$ cat src/rtl/tff_pkg.sv
// Shared definitions for the toggle-flip-flop modulo counter.
// Holds default sizing, direction encodings and the toggle-vector helper.
package tff_pkg;

    localparam int DEF_WIDTH = 4;
    localparam int DEF_MOD   = 10;

    // Widest counter the toggle helper supports.
    localparam int TOG_W     = 32;

    localparam logic DIR_UP = 1'b1;
    localparam logic DIR_DN = 1'b0;

    // A T cell must flip exactly the bits that differ between now and next.
    function automatic logic [TOG_W-1:0] toggle_vec(input logic [TOG_W-1:0] cur,
                                                    input logic [TOG_W-1:0] nxt);
        return cur ^ nxt;
    endfunction

endpackage

$ cat src/rtl/t_ff_cell.sv
// One-bit T flip-flop with synchronous active-high clear.
module t_ff_cell (
    input  logic clk,
    input  logic clr,
    input  logic t,
    output logic q,
    output logic qbar
);

    // Clear wins; otherwise flip the stored bit when t is high.
    always_ff @(posedge clk) begin
        if (clr)    q <= 1'b0;
        else if (t) q <= ~q;
    end

    assign qbar = ~q;

endmodule

$ cat src/rtl/tff_mod_counter.sv
// Modulo-MOD up/down counter whose state bits are T flip-flop cells.
// The next count is computed here and converted to a per-bit toggle vector.
// Optional build macro: TFF_CNT_SAT_EN (saturate at the bounds instead of wrapping).
module tff_mod_counter
    import tff_pkg::*;
#(
    parameter int WIDTH = DEF_WIDTH,
    parameter int MOD   = DEF_MOD
) (
    input  logic             clk,
    input  logic             clr,
    input  logic             en,
    input  logic             up,
    input  logic             load,
    input  logic [WIDTH-1:0] d,
    output logic [WIDTH-1:0] q,
    output logic [WIDTH-1:0] qbar,
    output logic             tc,
    output logic             wrap,
    output logic             load_err
);

    // One extra bit so MOD = 2**WIDTH is representable in the range compares.
    localparam logic [WIDTH:0]   MOD_EXT = (WIDTH+1)'(MOD);
    localparam logic [WIDTH-1:0] MAX_Q   = WIDTH'(MOD - 1);

    logic [WIDTH-1:0] q_next;
    logic [WIDTH-1:0] t;
    logic             wrap_next;
    logic             err_next;
    logic             in_range;
    logic             d_legal;
    logic             at_max;
    logic             at_zero;

    assign in_range = ({1'b0, q} < MOD_EXT);
    assign d_legal  = ({1'b0, d} < MOD_EXT);
    assign at_max   = (q == MAX_Q);
    assign at_zero  = (q == '0);

    // Terminal count is purely combinational so downstream logic sees it before the edge.
    assign tc = en & ((up == DIR_UP) ? at_max : at_zero);

    // Next-state selection: load beats count; clear is applied in the cells/registers.
    always_comb begin
        q_next    = q;
        wrap_next = 1'b0;
        err_next  = 1'b0;
        if (load) begin
            if (d_legal) q_next   = d;
            else         err_next = 1'b1;
        end else if (en) begin
            if (!in_range) begin
                // Corrupted state: recover silently to zero.
                q_next = '0;
            end else if (up == DIR_UP) begin
                if (at_max) begin
`ifdef TFF_CNT_SAT_EN
                    q_next    = q;
`else
                    q_next    = '0;
                    wrap_next = 1'b1;
`endif
                end else begin
                    q_next = q + WIDTH'(1);
                end
            end else begin
                if (at_zero) begin
`ifdef TFF_CNT_SAT_EN
                    q_next    = q;
`else
                    q_next    = MAX_Q;
                    wrap_next = 1'b1;
`endif
                end else begin
                    q_next = q - WIDTH'(1);
                end
            end
        end
    end

    assign t = WIDTH'(toggle_vec(TOG_W'(q), TOG_W'(q_next)));

    genvar gi;
    generate
        for (gi = 0; gi < WIDTH; gi++) begin : g_cell
            t_ff_cell u_cell (
                .clk  (clk),
                .clr  (clr),
                .t    (t[gi]),
                .q    (q[gi]),
                .qbar (qbar[gi])
            );
        end
    endgenerate

    // Registered one-cycle status pulses.
    always_ff @(posedge clk) begin
        if (clr) begin
            wrap     <= 1'b0;
            load_err <= 1'b0;
        end else begin
            wrap     <= wrap_next;
            load_err <= err_next;
        end
    end

endmodule

$ cat config.mk
export PLATFORM = sky130hd
export DESIGN_NAME = tff_mod_counter
export DESIGN_NICKNAME = d
export VERILOG_FILES = /design/src/rtl/tff_pkg.sv /design/src/rtl/t_ff_cell.sv /design/src/rtl/tff_mod_counter.sv
export SDC_FILE = /design/constraint.sdc
export NUM_CORES = 1
export LEC_CHECK = 0
export ABC_CLOCK_PERIOD_IN_PS = 3100
export CORE_AREA = 2 2 39 41
export CTS_CLUSTER_DIAMETER = 120
export CTS_CLUSTER_SIZE = 28
export DETAILED_ROUTE_END_ITERATION = 8
export DIE_AREA = 0 0 41 43
export PLACE_DENSITY_LB_ADDON = 0.3
export SLEW_MARGIN = 10
export SYNTH_ARGS = -nofsm -noshare
export SYNTH_HDL_FRONTEND = slang
export SYNTH_HIERARCHICAL = 1
export SYNTH_SLANG_ARGS = --single-unit
$ cat constraint.sdc
create_clock -name clk -period 3.1 [get_ports clk]
set_input_delay 0.775 -clock clk [delete_from_list [all_inputs] [get_ports clk]]
set_output_delay 0.775 -clock clk [all_outputs]
set_load 0.02 [all_outputs]
# Word level (Yosys, flattened, before mapping)
# Cells that the tools add are included.
# totals
wordCells,35
output_inout_bits,11
regBits,6
inputBits,9
# op_classes
n_mux,12
n_bitwise,9
eq_ne,1
reduce_logical,3
magnitude_cmp,2
add_sub_neg,2
# ops
operator,n
$mux W4,7
$lt A4 B4 Y1 const B,2
$not A1 Y1,7
$mux W1,5
$add A4 B1 Y4 const B,1
$eq A4 B4 Y1 const B,1
$logic_not A4 Y1,1
$reduce_or A4 Y1,1
$sub A4 B1 Y4 const B,1
$xor A4 B4 Y4,1
$reduce_or A2 Y1,1
$and A1 B1 Y1,1

# Longest topological paths before layout
# Gate-level depths: netlist of the first run.
# depth
ltp_word,7
mapped_depth,6

# Cells and area by module
# Netlist of the first run, hierarchy kept.
# by_module_without_submodules
module,area_per_inst_um2,n_inst,cells_per_inst,seq_area_each_um2
tff_mod_counter,350.3,1,49,40.0
t_ff_cell,36.3,4,4,20.0

# Worst setup path after synthesis of the first run
# No wires, ideal clock.
# synth_timing
kind,input port to output port
from,input up
to,output tc
stages,3
slack_ns,0.707
t_arrival_ns,1.618
t_required_ns,2.325
n_path_buf,1
cell_sequence,buf_4 > or3_1 > a21oi_1
# synth_via
elab_chain_len,2
# synth_rtl
item,line_no,rtl
from (decl),tff_mod_counter.sv:13,"input logic up,"
$mux W1,tff_mod_counter.sv:42,assign tc = en & ((up == DIR_UP) ? at_max : at_zero);
$and A1 B1 Y1,tff_mod_counter.sv:42,
to (decl),tff_mod_counter.sv:18,"output logic tc,"
# No other way between the ends.

# Final worst setup path of the first run
# Same ends and word-level chain as after synthesis.

==> run_results.csv, run 1 <==
group,metric,value,unit
status,status,"finished clean",
critical_path,worstPathCellList,"clkdlybuf4s50_1, buf_4, nand3_1, a21oi_1, dlymetal6s2s_1",
critical_path,criticalPathCategory,"input pin to primary output",
critical_path,rr_worst_depth,5,
power,power.net_switching,0.1351,mW
critical_path,arrival,1.89,ns
logic_synthesis,synth_cells,65,
route,drc_errors,0,
clock_tree,clk_path_buf_depth,2,
sta,report.final.slew_viol_count,0,
logic_synthesis,yosys.area.top_type,"dfxtp_1",
run,maxCapViolCount,0,
clock_tree,cts_tree,"built",
clock_tree,cts_num_sinks,6,
grt,grt_pass1_wl,2007,um
floorplanning,start_util,35.80,%
power,p_seq_share,34.6,%
worst_hold_path,whs_endpoint,"g_cell[1].u_cell/q$_SDFFE_PP0P_",
logic_synthesis,syn_avg_cell_area,7.623,um2
floorplanning,pin_count,20,
worst_hold_path,hold_class,"register to register",
grt,antenna_found_initial,0,
floorplanning,chipWidth,41,um
sta,setup_viol,0,
sta,rsz0062_at_grt,"false",
cells_and_area,seq_area,120.1,um2
logic_synthesis,ys_ff_latch,6,
logic_synthesis,synth_fp_nets,74,
logic_synthesis,ys_top_cells_by_area,"dfxtp_1 24%, xnor2_1 7.1%, nor2_1 6.1%",
route,wl,1167,um
grt,grt_start_max_net_pins,18,
clock_tree,cts_max_level,1,
logic_synthesis,synth_area,495.5,um2
critical_path,reg2reg_from,"g_cell[3].u_cell/q$_SDFFE_PP0P_",
power,p_comb_share,45.6,%
grt,gr-total-overflow,0,
cells_and_area,drive_above_1_share,5.882,%
route,met2_wirelength,573,um
cells_and_area,fillers,136,
route,drtPass1Iterations,4,
clock_tree,clk_latency,0.24,ns
route,first_iter_violations,9,
clock_tree,ctsHoldBuffers,0,
placement,numPortBuffers,19,
logic_synthesis,synthFlopType,"dfxtp_1",
sta,final_hold_viol_count,0,
sta,worst_slew_pin_slew,0.5421,ns
power,swShare,38.00,%
floorplanning,core_area,1384,um2
sta,skew,0.003418,ns
critical_path,path_max_fanout,11,
critical_path,crit_path_end_kind,"primary output",
critical_path,critPathMaxStageDelay,0.47,ns
clock_tree,cts.reportedPaths.clkPinSlew,0.04,ns
route,avgRoutedWirePerCell,11.55,um
logic_synthesis,synth_top_cell_area_share,24.24,%
sta,relSlewSlack,63.81,%
grt,grt_pass1_vias,477,
power,internal-power,0.2204,mW
route,vias,544,
floorplanning,fp.dieH,43,um
placement,gp_congestion,0.7832,
critical_path,crit_family,"buffers and inverters",
route,ant_nets,0,
route,via_per_inst,5.386,
sta,whs,0.6823,ns
clock_tree,root_buffer,"clkbuf_4",
power,irDropWorstVdd,0.0002670,V
cells_and_area,nets,96,
cells_and_area,multiInputGateArea,332.8,um2
power,p_clk_share,19.7,%
logic_synthesis,yosys_warnings,6,
logic_synthesis,synth.most_common_cell,"nor2_1",
sta,finalCritPeriodShare,86.01,%
placement,dpl-instance-area,693.2,um2
power,power.density,495.0,nW/um2
sta,tns,0,ns
cells_and_area,fin_area,718.2,um2
worst_hold_path,hold_path_depth,2,
placement,dp_hpwl,842.8,um
logic_synthesis,synth.yosys.seq_area_share,24.24,%
critical_path,crit_slowest_cell,"clkdlybuf4s50_1",
sta,layout_min_cycle_time,2.666,ns
worst_hold_path,hold_start,"g_cell[1].u_cell/q$_SDFFE_PP0P_",
critical_path,reg2reg_setup_slack,1.30,ns
cells_and_area,syn2layout_area_growth,44.95,%
logic_synthesis,synthTopCellsByCount,"8 x nor2_1, 6 x dfxtp_1, 6 x inv_1",
floorplanning,rows,14,
critical_path,critPathBufInv,3,
route,wl_met1,530,um
logic_synthesis,synth_edf_count,0,
logic_synthesis,synthDistinctLibCells,30,
critical_path,r2r_end,"g_cell[2].u_cell/q$_SDFFE_PP0P_",
critical_path,required,2.32,ns
cells_and_area,n_antenna_cell,0,
route,routed.top_layer,"met3",
critical_path,start_kind,"input pin",
logic_synthesis,synth-async-reset-ratio,0,%
floorplanning,dieArea,1763,um2
grt,grtUsageTotal,16.33,%
route,routed-wl-met3,63,um
clock_tree,cts_buffers,3,
power,total_leakage_power,0.2769,nW
sta,max_freq,375.1,MHz
sequential cells by signal (all words and copies together) (netlist names):
signal and count:
g_cell.u_cell/q 4, load_err 1, wrap 1
through the flow:
stage / std cells / utilization, % / total power, mW / setup WS, ns
final: 101 / 51.90 / 0.3555 / 0.4338
after global routing: 101 / 51.90 / 0.3851 / 0.3628
after CTS: 101 / 51.72 / 0.3614 / 0.04060
after detailed placement: 98 / 50.09 / 0.2887 / 0.04123
after global placement: 98 / 50.09 / 0.2858 / 0.04477
after floorplan: 65 / - / 0.2192 / 0.7070
area by class of cell:
cell class / count / area share, %
Clock buffer: 3 / 3.136
Inverter: 6 / 3.136
Multi-Input combinational cell: 50 / 46.34
Sequential cell: 6 / 16.72
Tap cell: 16 / 2.787
Timing Repair Buffer: 20 / 27.87
worst min-delay path: cells and delay by family (launching register included):
family	cells	cell delay, ns
xor+xnor	1	0.19
simple gates	1	0.04
flops	1	0.41
cell families after synthesis:
kind of cell,Yosys count,synth area share (%)
AND/OR/NAND/NOR,30,36.11
AO/OA/AOI/OAI,13,18.43
flip-flops,6,24.24
buffers and inverters,9,8.584
multiplexers,1,2.020
XOR/XNOR,6,10.61
cell usage in the layout (no fill, tap or decap), drive strengths merged:
cell type      Yosys  layout
and3b              1       1
nand3              2       2
buf                3       1
o31ai              1       1
nor4b              2       2
clkdlybuf4s50      0      18
o21ai              3       3
nor3               2       2
xor2               2       2
inv                6       6
clkbuf             0       3
nor2               8       8
a211oi             1       1
a41o               1       1
a221oi             2       2
a21oi              3       3
or3                1       1
or4b               2       2
xnor2              4       4
nor2b              2       2
nand2              3       3
dfxtp              6       6
nand4b             1       1
nor4               1       1
dlymetal6s2s       0       1
and3               2       2
o41ai              1       1
mux2i              1       1
a2111oi            1       1
nor3b              3       3
routing by layer:
layer / GRT usage (%) / vias to the layer above
li1: - / 275
met1: 21.09 / 253
met2: 24.06 / 16
met3: 6.806 / 0
met4: 4.667 / 0
met5: 0 / -
power by group through the flow:
| stage | registers (mW) | clock network [mW] | logic, mW |
|---|---|---|---|
| finish | 0.123 | 0.0701 | 0.162 |
| global placement | 0.123 | 0 | 0.163 |
| detailed placement | 0.125 | 0 | 0.164 |
| global route | 0.128 | 0.0795 | 0.177 |
| floorplan | 0.121 | 0 | 0.0982 |
| CTS | 0.123 | 0.0738 | 0.164 |
timing repair:
item                                    in CTS  in global routing
hold endpoints to repair                     0                  0
buffers inserted                             0                  0
endpoints found under the setup margin       0                  1
gates resized for setup                      0                  1
worst max path at each step:
stage | start | to | depth (start not counted)
floorplan | up | tc | 3
global placement | up | tc | 4
detailed placement | up | tc | 4
CTS | up | tc | 4
global route | up | tc | 5
finish | up | tc | 5
No activity file was read; power rests on OpenSTA's default activity.
==> run 2, diff against run 1 <==
--- a/config.mk
+++ b/config.mk
@@ -6,11 +6,11 @@
 export NUM_CORES = 1
 export LEC_CHECK = 0
 export ABC_CLOCK_PERIOD_IN_PS = 3100
-export CORE_AREA = 2 2 39 41
+export CORE_AREA = 5 5 42 44
 export CTS_CLUSTER_DIAMETER = 120
 export CTS_CLUSTER_SIZE = 28
 export DETAILED_ROUTE_END_ITERATION = 8
-export DIE_AREA = 0 0 41 43
+export DIE_AREA = 0 0 47 49
 export PLACE_DENSITY_LB_ADDON = 0.3
 export SLEW_MARGIN = 10
 export SYNTH_ARGS = -nofsm -noshare
==> run 2 against run 1 <==
Net effect: register-to-register slack hardly changed; sequential share of layout area stayed put; die area rose by 31%; via count down 5.1%; clock skew is 0.0012 ns lower; maximum frequency down 0.86%; first-iteration DRC count is 33% lower; clock power barely moved; worst hold slack got worse by 0.0012 ns; critical path depth shrank 1; routed wire length fell by 1.1%; largest cell class unchanged; count of clock-buffer cells in the layout unchanged.
==> run_results.csv, run 2 (synthesized netlist as in run 1, its figures left out) <==
group,metric,value,unit
status,status,"finished clean",
placement,numPortBuffers,19,
grt,grt_use_met3,5.535,%
clock_tree,root_buffer,"clkbuf_4",
cells_and_area,drive_above_1_share,5.882,%
sta,setup_viol,0,
worst_hold_path,whs_endpoint,"g_cell[1].u_cell/q$_SDFFE_PP0P_",
route,ant_nets,0,
sta,max_freq,371.8,MHz
clock_tree,ctsHoldBuffers,0,
critical_path,required,2.32,ns
placement,gp_congestion,0.7510,
cells_and_area,final_common_cell,"clkdlybuf4s50_1",
sta,tns,0,ns
floorplanning,start_util,35.36,%
sta,final_hold_viol_count,0,
placement,dpl-instance-area,693.2,um2
cells_and_area,fin_util,51.25,%
cells_and_area,top_regs,"g_cell.u_cell/q x4, load_err x1, wrap x1",
sta,skew,0.002195,ns
route,wl,1154,um
critical_path,critPathBufInv,2,
cells_and_area,syn2layout_area_growth,44.95,%
run,maxCapViolCount,0,
route,avgRoutedWirePerCell,11.43,um
sta,whs,0.6811,ns
floorplanning,core_area,1401,um2
cells_and_area,n_antenna_cell,0,
sta,report.final.slew_viol_count,0,
route,drc_errors,0,
grt,grt_pass1_vias,436,
clock_tree,post_cts_buffers,0,
route,drtPass1Iterations,4,
worst_hold_path,hold_start,"g_cell[1].u_cell/q$_SDFFE_PP0P_",
cells_and_area,largest-register,"g_cell.u_cell/q",
sta,layout_min_cycle_time,2.689,ns
critical_path,critPathMaxStageDelay,0.43,ns
grt,gr-total-overflow,0,
clock_tree,clk_latency,0.24,ns
cells_and_area,final_cell_mix,"18 x clkdlybuf4s50_1, 8 x nor2_1, 6 x inv_1, 6 x dfxtp_1, 4 x xnor2_1",
clock_tree,cts_tree,"built",
grt,grt_pass1_wl,1828,um
cells_and_area,fillers,152,
grt,gr-usage-met1,14.44,%
sta,worst_slew_pin_slew,0.5402,ns
critical_path,start_kind,"input pin",
power,power.density,495.9,nW/um2
cells_and_area,fin_area,718.2,um2
clock_tree,clk_path_buf_depth,2,
critical_path,crit_path_end_kind,"primary output",
power,total_leakage_power,0.2769,nW
critical_path,criticalPathCategory,"input pin to primary output",
critical_path,crit_slowest_cell,"clkdlybuf4s50_1",
clock_tree,cts_max_level,1,
floorplanning,fp.dieH,49,um
critical_path,reg2reg_setup_slack,1.30,ns
grt,grt-busiest-layer,"met2",
critical_path,worstPathCellList,"clkdlybuf4s50_1, or3_1, a21oi_1, dlymetal6s2s_1",
critical_path,rr_worst_depth,5,
route,via_per_inst,5.109,
critical_path,path_max_fanout,3,
clock_tree,cts_num_sinks,6,
route,first_iter_violations,6,
critical_path,r2r_end,"g_cell[2].u_cell/q$_SDFFE_PP0P_",
critical_path,arrival,1.91,ns
sta,relSlewSlack,63.93,%
clock_tree,cts_resized,0,
clock_tree,cts_buffers,3,
floorplanning,dieArea,2303,um2
grt,grt_start_max_net_pins,18,
floorplanning,rows,14,
floorplanning,chipWidth,47,um
sta,finalCritPeriodShare,86.75,%
clock_tree,cts.reportedPaths.clkPinSlew,0.04,ns
worst_hold_path,hold_class,"register to register",
floorplanning,pin_count,20,
critical_path,reg2reg_from,"g_cell[3].u_cell/q$_SDFFE_PP0P_",
route,vias,516,
cells_and_area,largest_reg_flops,4,
grt,grtUsageTotal,10.62,%
grt,antenna_found_initial,0,
cells_and_area,nets,96,
worst_hold_path,hold_path_depth,2,
power,irDropWorstVdd,0.0003713,V
placement,dp_hpwl,890.7,um
grt,met2_usage,15.16,%
sta,rsz0062_at_grt,"false",
critical_path,crit_family,"buffers and inverters",
## run 2: cell counts in the layout (fill, tap and decap cells not counted)
Identical to the previous run, type by type.
## run 2: per-layer routing
metal | vias up | part of all wire [%]
li1 | 277 | -
met3 | 0 | 9.3
met1 | 219 | 46
met5 | - | 0
met4 | 0 | 0
met2 | 20 | 45
## run 2: worst register-to-register path, delay by kind of cell, from the launching register on
| family | cells | cell delay, ns |
|---|---|---|
| mux | 1 | 0.16 |
| flops | 1 | 0.60 |
| compound gates | 1 | 0.26 |
| simple gates | 2 | 0.54 |
| xor+xnor | 1 | 0.14 |
## run 2: power breakdown
group	switching, mW	internal, mW
sequential	0.0345	0.0885
clock	0.0267	0.0437
combinational	0.0745	0.0882
## run 2: metrics by stage
stage               std cells  setup WS [ns]  power [mW]
finish                    101         0.4107      0.3562
floorplan                  65         0.7070      0.2192
global route              101         0.3373      0.3858
CTS                       101        0.01961      0.3620
detailed placement         98        0.02971      0.2890
global placement           98        0.01710      0.2865
## run 2: area by class of cell
type | instances | area, um2 | area share, %
multi-input cells | 50 | 332.8 | 46.34
well taps | 16 | 20.02 | 2.787
inverters | 6 | 22.52 | 3.136
flip-flops and latches | 6 | 120.1 | 16.72
clock buffers | 3 | 22.52 | 3.136
repair buffers | 20 | 200.2 | 27.87
## run 2: how the worst max path moves through the flow
stage | startpoint | endpoint | slack, ns | cells after the start
after floorplan | up | tc | 0.71 | 3
after global placement | up | tc | 0.02 | 4
after detailed placement | up | tc | 0.03 | 4
after CTS | up | tc | 0.02 | 4
after global routing | up | tc | 0.34 | 4
final | up | tc | 0.41 | 4
